[src/rtl/turnstile_pkg.sv]
// turnstile_pkg: states, coin codes and lock levels shared by the coin acceptor and the turnstile
package turnstile_pkg;

  typedef enum logic [2:0] {
    S_IDLE,
    S_COLLECT,
    S_VEND,
    S_WAIT_UNLOCK,
    S_WAIT_PASS,
    S_REFUND
  } state_e;

  localparam logic [1:0] COIN_5    = 2'b00;
  localparam logic [1:0] COIN_10   = 2'b01;
  localparam logic [1:0] COIN_25   = 2'b10;
  localparam logic [1:0] COIN_SLUG = 2'b11;

  localparam logic LOCKED   = 1'b1;
  localparam logic UNLOCKED = 1'b0;

  // A slug is worth nothing; callers reject it separately
  function automatic logic [4:0] coin_cents(input logic [1:0] code);
    return code == COIN_5  ? 5'd5  :
           code == COIN_10 ? 5'd10 :
           code == COIN_25 ? 5'd25 : 5'd0;
  endfunction

endpackage

[src/rtl/timeout_timer.sv]
// timeout_timer: counts enabled cycles from 0 and flags the TIMEOUT-th one
module timeout_timer #(
  parameter int TIMEOUT = 1000
) (
  input  logic i_Clk,
  input  logic i_Reset,
  input  logic clear_i,
  input  logic enable_i,
  output logic expired_o
);

  localparam int W = $clog2(TIMEOUT + 1);

  logic [W-1:0] count_q;

  assign expired_o = enable_i && count_q == W'(TIMEOUT - 1);

  always_ff @(posedge i_Clk or posedge i_Reset)
    if (i_Reset) count_q <= '0;
    else if (clear_i) count_q <= '0;
    else if (enable_i && !expired_o) count_q <= count_q + W'(1);

endmodule

[src/rtl/coin_acceptor.sv]
// coin_acceptor: accumulates coin credit toward FARE, pulses the turnstile coin input,
// counts passages and returns change or cancelled credit
module coin_acceptor
  import turnstile_pkg::*;
#(
  parameter int FARE     = 25,
  parameter int CREDIT_W = 8,
  parameter int TIMEOUT  = 1000
) (
  input  logic                i_Clk,
  input  logic                i_Reset,
  input  logic                i_Coin_Valid,
  input  logic [1:0]          i_Coin_Value,
  input  logic                i_Cancel,
  input  logic                i_Locked,
  output logic                o_Coin,
  output logic [CREDIT_W-1:0] o_Credit,
  output logic                o_Reject,
  output logic                o_Refund_Valid,
  output logic [CREDIT_W-1:0] o_Refund_Amount,
  output logic                o_Fault,
  output logic                o_Busy,
  output logic [15:0]         o_Pass_Count
);

  localparam logic [CREDIT_W-1:0] FARE_C = CREDIT_W'(FARE);

  state_e              state_q, state_d;
  logic [CREDIT_W-1:0] credit_q, credit_d, sum;
  logic [15:0]         pass_q, pass_d;
  logic                reject_q, reject_d, fault_q, fault_d;
  logic                coin_ok, expired;

  timeout_timer #(.TIMEOUT(TIMEOUT)) u_timer (
    .i_Clk    (i_Clk),
    .i_Reset  (i_Reset),
    .clear_i  (state_q != S_WAIT_UNLOCK),
    .enable_i (state_q == S_WAIT_UNLOCK),
    .expired_o(expired)
  );

  always_comb begin
    coin_ok  = i_Coin_Valid && i_Coin_Value != COIN_SLUG &&
               (state_q == S_IDLE || state_q == S_COLLECT);
    sum      = credit_q + CREDIT_W'(coin_cents(i_Coin_Value));
    state_d  = state_q;
    credit_d = credit_q;
    pass_d   = pass_q;
    reject_d = i_Coin_Valid && !coin_ok;
    fault_d  = 1'b0;
    case (state_q)
      S_IDLE: if (coin_ok) begin
        credit_d = sum;
        state_d  = sum >= FARE_C ? S_VEND : S_COLLECT;
      end
      S_COLLECT: begin
        credit_d = coin_ok ? sum : credit_q;
        // cancel wins over reaching the fare; a coincident coin is refunded too
        state_d  = i_Cancel ? S_REFUND :
                   coin_ok  ? (sum >= FARE_C ? S_VEND : S_COLLECT) : S_COLLECT;
      end
      S_VEND: begin
        credit_d = credit_q - FARE_C;
        state_d  = S_WAIT_UNLOCK;
      end
      S_WAIT_UNLOCK:
        if (i_Locked == UNLOCKED) state_d = S_WAIT_PASS;
        else if (expired) begin
          fault_d  = 1'b1;
          credit_d = credit_q + FARE_C;
          state_d  = S_REFUND;
        end
      S_WAIT_PASS: if (i_Locked == LOCKED) begin
        pass_d  = pass_q + 16'd1;
        state_d = credit_q != '0 ? S_REFUND : S_IDLE;
      end
      S_REFUND: begin
        credit_d = '0;
        state_d  = S_IDLE;
      end
      default: state_d = S_IDLE;
    endcase
  end

  always_ff @(posedge i_Clk or posedge i_Reset)
    if (i_Reset) begin
      state_q  <= S_IDLE;
      credit_q <= '0;
      pass_q   <= '0;
      reject_q <= 1'b0;
      fault_q  <= 1'b0;
    end else begin
      state_q  <= state_d;
      credit_q <= credit_d;
      pass_q   <= pass_d;
      reject_q <= reject_d;
      fault_q  <= fault_d;
    end

  assign o_Coin          = state_q == S_VEND;
  assign o_Credit        = credit_q;
  assign o_Reject        = reject_q;
  assign o_Refund_Valid  = state_q == S_REFUND;
  assign o_Refund_Amount = state_q == S_REFUND ? credit_q : '0;
  assign o_Fault         = fault_q;
  assign o_Busy          = state_q != S_IDLE;
  assign o_Pass_Count    = pass_q;

endmodule

[config.mk]
export PLATFORM = sky130hd
export DESIGN_NAME = coin_acceptor
export DESIGN_NICKNAME = d
export VERILOG_FILES = /design/src/rtl/turnstile_pkg.sv /design/src/rtl/timeout_timer.sv /design/src/rtl/coin_acceptor.sv
export SDC_FILE = /design/constraint.sdc
export NUM_CORES = 1
export LEC_CHECK = 0
export BUFFER_PORTS_ARGS = -buffer_cell sky130_fd_sc_hd__clkbuf_2
export CAP_MARGIN = 20
export CELL_PAD_IN_SITES_DETAIL_PLACEMENT = 0
export CELL_PAD_IN_SITES_GLOBAL_PLACEMENT = 2
export CORE_MARGIN = 4
export CORE_UTILIZATION = 39
export CTS_BUF_LIST = sky130_fd_sc_hd__clkbuf_4 sky130_fd_sc_hd__clkbuf_8
export CTS_CLUSTER_SIZE = 14
export DETAILED_ROUTE_END_ITERATION = 10
export PLACE_DENSITY = 0.94
export SYNTH_ARGS = -nofsm -noshare
export SYNTH_HDL_FRONTEND = slang
export SYNTH_HIERARCHICAL = 1
export SYNTH_SLANG_ARGS = --single-unit
[constraint.sdc]
create_clock -name i_Clk -period 5.3 [get_ports i_Clk]
set_input_delay 0.795 -clock i_Clk [delete_from_list [all_inputs] [get_ports i_Clk]]
set_output_delay 0.795 -clock i_Clk [all_outputs]
set_load 0.01 [all_outputs]
Word level (Yosys, flattened, before mapping)
Cells that the tools add are included.

Register bits after elaboration: 39. Input bits: 7. Output and inout port bits: 37.

$add $sub $neg: 5. Magnitude comparators: 1. Equal/unequal tests: 16. Multiplexer cells: 22. Reductions and logical operators: 18.

Operators with widths (count): 2-to-1 mux 8 bit (4); one-hot mux 8 bit (4 select lines) (1); 2-to-1 mux 10 bit (2); 2-to-1 mux 3 bit (6); adder 16 x 1 -> 16 bit, second input constant (1); 2-to-1 mux 5 bit (3); one-hot mux 3 bit (5 select lines) (1); adder 10 x 1 -> 10 bit, second input constant (1); equality test 10 bit, second input constant (1); inequality test 2 bit, second input constant (5); adder 8 x 5 -> 8 bit (1); adder 8 x 5 -> 8 bit, second input constant (1); greater-or-equal comparator 8 x 5 -> 1 bit, second input constant (1); nonzero test 8 bit (1); subtractor 8 x 5 -> 8 bit, second input constant (1); equality test 3 x 2 -> 1 bit, second input constant (2); equality test 3 bit, second input constant (2); logical AND 1 bit (5); 2-to-1 mux 2 bit (2); AND reduction 4 bit (1); nonzero test 4 bit (1); equality test 3 x 1 -> 1 bit, second input constant (1); logical NOT 3 bit (1); 2-to-1 mux 1 bit (3); other kinds (13) (14).

Longest topological paths before layout
Depth in word-level cells: 10. Gate-level depth with buffers: 13. Depth with buffers taken out: 9.

Cells and area by module
Netlist, hierarchy kept.

Modules (own cells, without submodules): coin_acceptor (instances 1, cells each 240, area an instance 2208.4 um^2, sequential area each 725.7 um^2); timeout_timer (instances 1, cells each 64, area an instance 599.3 um^2, sequential area each 250.2 um^2).

Worst setup path after synthesis
Ideal clock, no wire load.

Path type: input port to flip-flop. From: in i_Coin_Value[0]. To: reg state_q[0]. Setup time: 120 ps. Arrival: 2383 ps. Path slack: 2797 ps. Cell stages on the path: 8. Path through: inv_1 > ha_1 > fa_1 > a21oi_1 > o211ai_2 > mux2i_1 > a31o_2 > a31o_2.

Longest elaborated chain between the ends: 10. Elaborated cells on any way between the ends: 18. Those cells by class: 1 x add/sub; 1 x order compare; 4 x eq/ne; 8 x mux; 4 x reduce/logical.

Ends and longest elaborated chain: start: declaration (line coin_acceptor.sv:13) `input logic [1:0] i_Coin_Value,`; equality test 2 bit (line turnstile_pkg.sv:25) `code == COIN_25 ? 5'd25 : 5'd0;`; 2-to-1 mux 5 bit (line turnstile_pkg.sv:25); 2-to-1 mux 5 bit (line turnstile_pkg.sv:24) `code == COIN_10 ? 5'd10 :`; 2-to-1 mux 5 bit (line turnstile_pkg.sv:23) `return code == COIN_5 ? 5'd5 :`; adder 8 x 5 -> 8 bit (line coin_acceptor.sv:45) `sum = credit_q + CREDIT_W'(coin_cents(i_Coin_Value));`; greater-or-equal comparator 8 x 5 -> 1 bit (line coin_acceptor.sv:54, coin_acceptor.sv:60); 2-to-1 mux 2 bit (line coin_acceptor.sv:54, coin_acceptor.sv:60); 2-to-1 mux 2 bit (line coin_acceptor.sv:60) `coin_ok ? (sum >= FARE_C ? S_VEND : S_COLLECT) : S_COLLECT;`; 2-to-1 mux 3 bit (line coin_acceptor.sv:59) `state_d = i_Cancel ? S_REFUND :`; one-hot mux 3 bit (5 select lines) (line coin_acceptor.sv:51) `case (state_q)`; end signal: assignment (line coin_acceptor.sv:93) `state_q <= state_d;`; end: declaration (line coin_acceptor.sv:28) `state_e state_q, state_d;`.

Parallel ways exist; a longest one is shown, timed or not. The select of a mux whose other input is x is not followed. A chain may end at the register's enable or synchronous reset.

Worst setup path after layout
From: reg state_q[1]. To: reg credit_q[7], in the netlist o_Credit[7].

Longest elaborated chain between the ends: 5. Elaborated cells on any way between the ends: 15. Those cells by class: 7 x eq/ne; 1 x mux; 7 x reduce/logical.

Ends and longest elaborated chain: equality test 3 x 1 -> 1 bit / logical NOT 3 bit (equally long branches) (line coin_acceptor.sv:44, coin_acceptor.sv:51); logical OR 1 bit (line coin_acceptor.sv:44) `(state_q == S_IDLE || state_q == S_COLLECT);`; logical AND 1 bit (line coin_acceptor.sv:43) `coin_ok = i_Coin_Valid && i_Coin_Value != COIN_SLUG &&`; inequality test 2 x 1 -> 1 bit (no source line); AND reduction 4 bit (no source line); end signal: assignment (line coin_acceptor.sv:94) `credit_q <= credit_d;`; end: declaration (line coin_acceptor.sv:29) `logic [CREDIT_W-1:0] credit_q, credit_d, sum;`.

Parallel ways exist; a longest one is shown, timed or not.

==> out/results.ini <==
[route]
viasPerCell=5.37
drt_iter0_drc=43
first_pass_iters=4
ant_nets=0
vias=2366
wirelength_um=6330
avgRoutedWirePerCell_um=14.3
drcViolationCount=0

[synth]
syn_avg_cell_area_um2=9.24
synth_edf_count=0
ys_async_sr_fraction_pct=100
yosysWarnings=6
seq_area_frac_synth_pct=34.8
syn_area_um2=2810
yosys.cell_types.count=66
ys_ff_latch=39
synthCells=304
synth-main-ff-cell=dfrtp_1
syn_nets=330

[final_layout]
final_cell_mix=43 x clkbuf_2, 39 x dfrtp_1, 26 x nand2_1
diodes=0
nFillCells=712
layout-drive-gt1-share_pct=20.3
final_nets=370
area_delta_synth_final_pct=13.5
final_area_um2=3190
layout_commonest_cell=clkbuf_2

[global_routing]
grt_pass1_wl_um=10900
grt_pass1_vias=2346
grt_max_degree=30
antenna_found_initial=0
grt_overflow=0
grt_use_total_pct=15.5

[setup_path]
critPathCaptureType=flop
critPathMaxFanout=19
r2r_cells=9
r2r_slack_ns=2.12
path_class=reg -> reg
r2r_start=state_q[1]
worst_r2r_endpoint=o_Credit[7]
cp.required_ns=5.53
arrival_ns=3.41
cp-start-kind=flop

[clock_network]
cts.reportedPaths.clkPinSlew_ns=0.09
cts_buffer_depth=2
clock_sinks=39
cts_buffers=5
tritoncts=built
cts-hold-fix-buffers=0
cts_max_level=2
cts_resized=0
cts_setup_buffers=0
insertion_delay_ns=0.30
cts-root-buf=clkbuf_8

[sta]
relSlewSlack_pct=45.2
final_hold_viol_count=0
rsz0062_at_grt=no
setup_viol=0
period_share_pct=60.1
max_freq_mhz=314
fin_skew_ns=0.0146
period_needed_ns=3.18
fin_setup_tns_ns=0
slew_violations=0
tightest_slew_ns=0.822

[die]
dieArea_um2=8620
rows=30
start_util_pct=40.7
core-area_um2=6910
ios=44
die_w_um=92.9
die_h_um=92.9

[place]
dpl_cell_area_um2=3080
io_buffers=43
place_hpwl_um=4710
gp_congestion=0.784

[hold_path]
hold_class=in -> async

[power]
ir_worst_vdd_mv=0.227
p_leak_nw=1.46
cellPowerDensity_nw_per_um2=504

[run_status]
status=completed

[run]
maxCapViolCount=0

routing by layer:
metal  part of all wire [%]  global-route usage (%)  up-vias
met2                     47                    26.3       59
met1                     46                    19.5     1110
li1                       -                       -     1186
met5                      0                       0        -
met4                    1.7                    5.49        0
met3                    4.5                    2.92       11
metrics by stage:
| stage | total power, mW | setup slack (ns) | instances | util, % | hold WS, ns |
|---|---|---|---|---|---|
| final | 1.61 | 2.12 | 441 | 46.2 | 0.462 |
| after global routing | 1.75 | 1.75 | 441 | 46.2 | 0.496 |
| after CTS | 1.62 | 2.10 | 441 | 46.2 | 0.479 |
| after detailed placement | 1.36 | 2.10 | 433 | 44.5 | 0.463 |
| after global placement | 1.34 | 2.24 | 433 | 44.5 | 0.459 |
| after floorplan | 1.16 | 2.80 | 304 | - | 0.507 |
worst max-delay path: stages (launching register included):
cell and delay [ns]:
dfrtp_1 0.52, nor2b_4 0.36, nand2_1 0.42, inv_1 0.47
ha_1 0.35, nand3_1 0.13, o2111ai_1 0.16, a21o_1 0.20
a2111o_1 0.41, o211ai_2 0.07
state kept, by name, indices dropped and copies added, names as in the netlist:
signal,count
o_Pass_Count,16
o_Reject,1
o_Fault,1
state_q,3
o_Credit,8
u_timer/count_q,10
worst max path at each step:
stage,startpoint,endpoint,slack (ns),cells past startpoint
final,state_q[1],o_Credit[7],2.12,9
after global routing,state_q[1],o_Credit[6],1.75,9
after CTS,state_q[1],o_Credit[7],2.10,9
after detailed placement,state_q[1],o_Credit[7],2.10,9
after global placement,state_q[1],o_Credit[7],2.24,9
after floorplan,i_Coin_Value[0],state_q[0],2.80,8
where the power goes:
group | switching [mW] | total (mW) | internal [mW]
registers | 0.118 | 0.476 | 0.358
clock network | 0.112 | 0.252 | 0.140
logic | 0.506 | 0.877 | 0.371
cell usage after synthesis, drive strengths merged (2+ instances only):
master   instances  area (µm²)
o22ai            3        25.0
a31o             2        17.5
o21bai           4        30.0
nand3           15        75.1
nand4            9        71.3
nand2b           4        25.0
o2111ai          5        43.8
ha              17         213
nor3             4        20.0
and3b            3        30.0
fa               2        40.0
o211ai           3        32.5
a21o             4        30.0
a211oi           7        57.6
xor2             7        61.3
a21oi           12        60.1
o31ai            3        22.5
a22oi            2        15.0
inv             19        71.3
or3              4        26.3
xnor2           14         123
nand2           26        97.6
and2            10        62.6
nor2            19        71.3
and3             3        28.8
or2              3        18.8
or4              6        45.0
o21ai           14        73.8
o221ai           2        17.5
buf              9        67.6
nand3b           3        22.5
clkbuf           2        7.51
mux2i            2        20.0
nor2b            5        38.8
dfrtp           39         976
area by class of cell:
cell class | count | area, µm² | share of cell area [%]
clock inverter | 3 | 43.8 | 1.37
tap | 96 | 120 | 3.77
clock buffer | 5 | 68.8 | 2.16
timing repair buffer | 44 | 223 | 6.99
multi-input combinational | 235 | 1690 | 52.9
sequential | 39 | 976 | 30.6
inverter | 19 | 71.3 | 2.24
kinds of logic (layout without fill, tap and decap cells):
logic type               after synthesis  count (layout)  share of synthesized area, %
XOR/XNOR                              21              21                          6.55
flip-flops                            39              39                          34.8
AO/OA/AOI/OAI                         71              71                          18.3
adder cells (fa/ha/maj)               19              19                          9.00
multiplexers                           3               3                          1.11
buffers and inverters                 30              71                          5.21
AND/OR/NAND/NOR                      121             121                          25.1
Note: power is estimated with default switching activity, not from simulation.
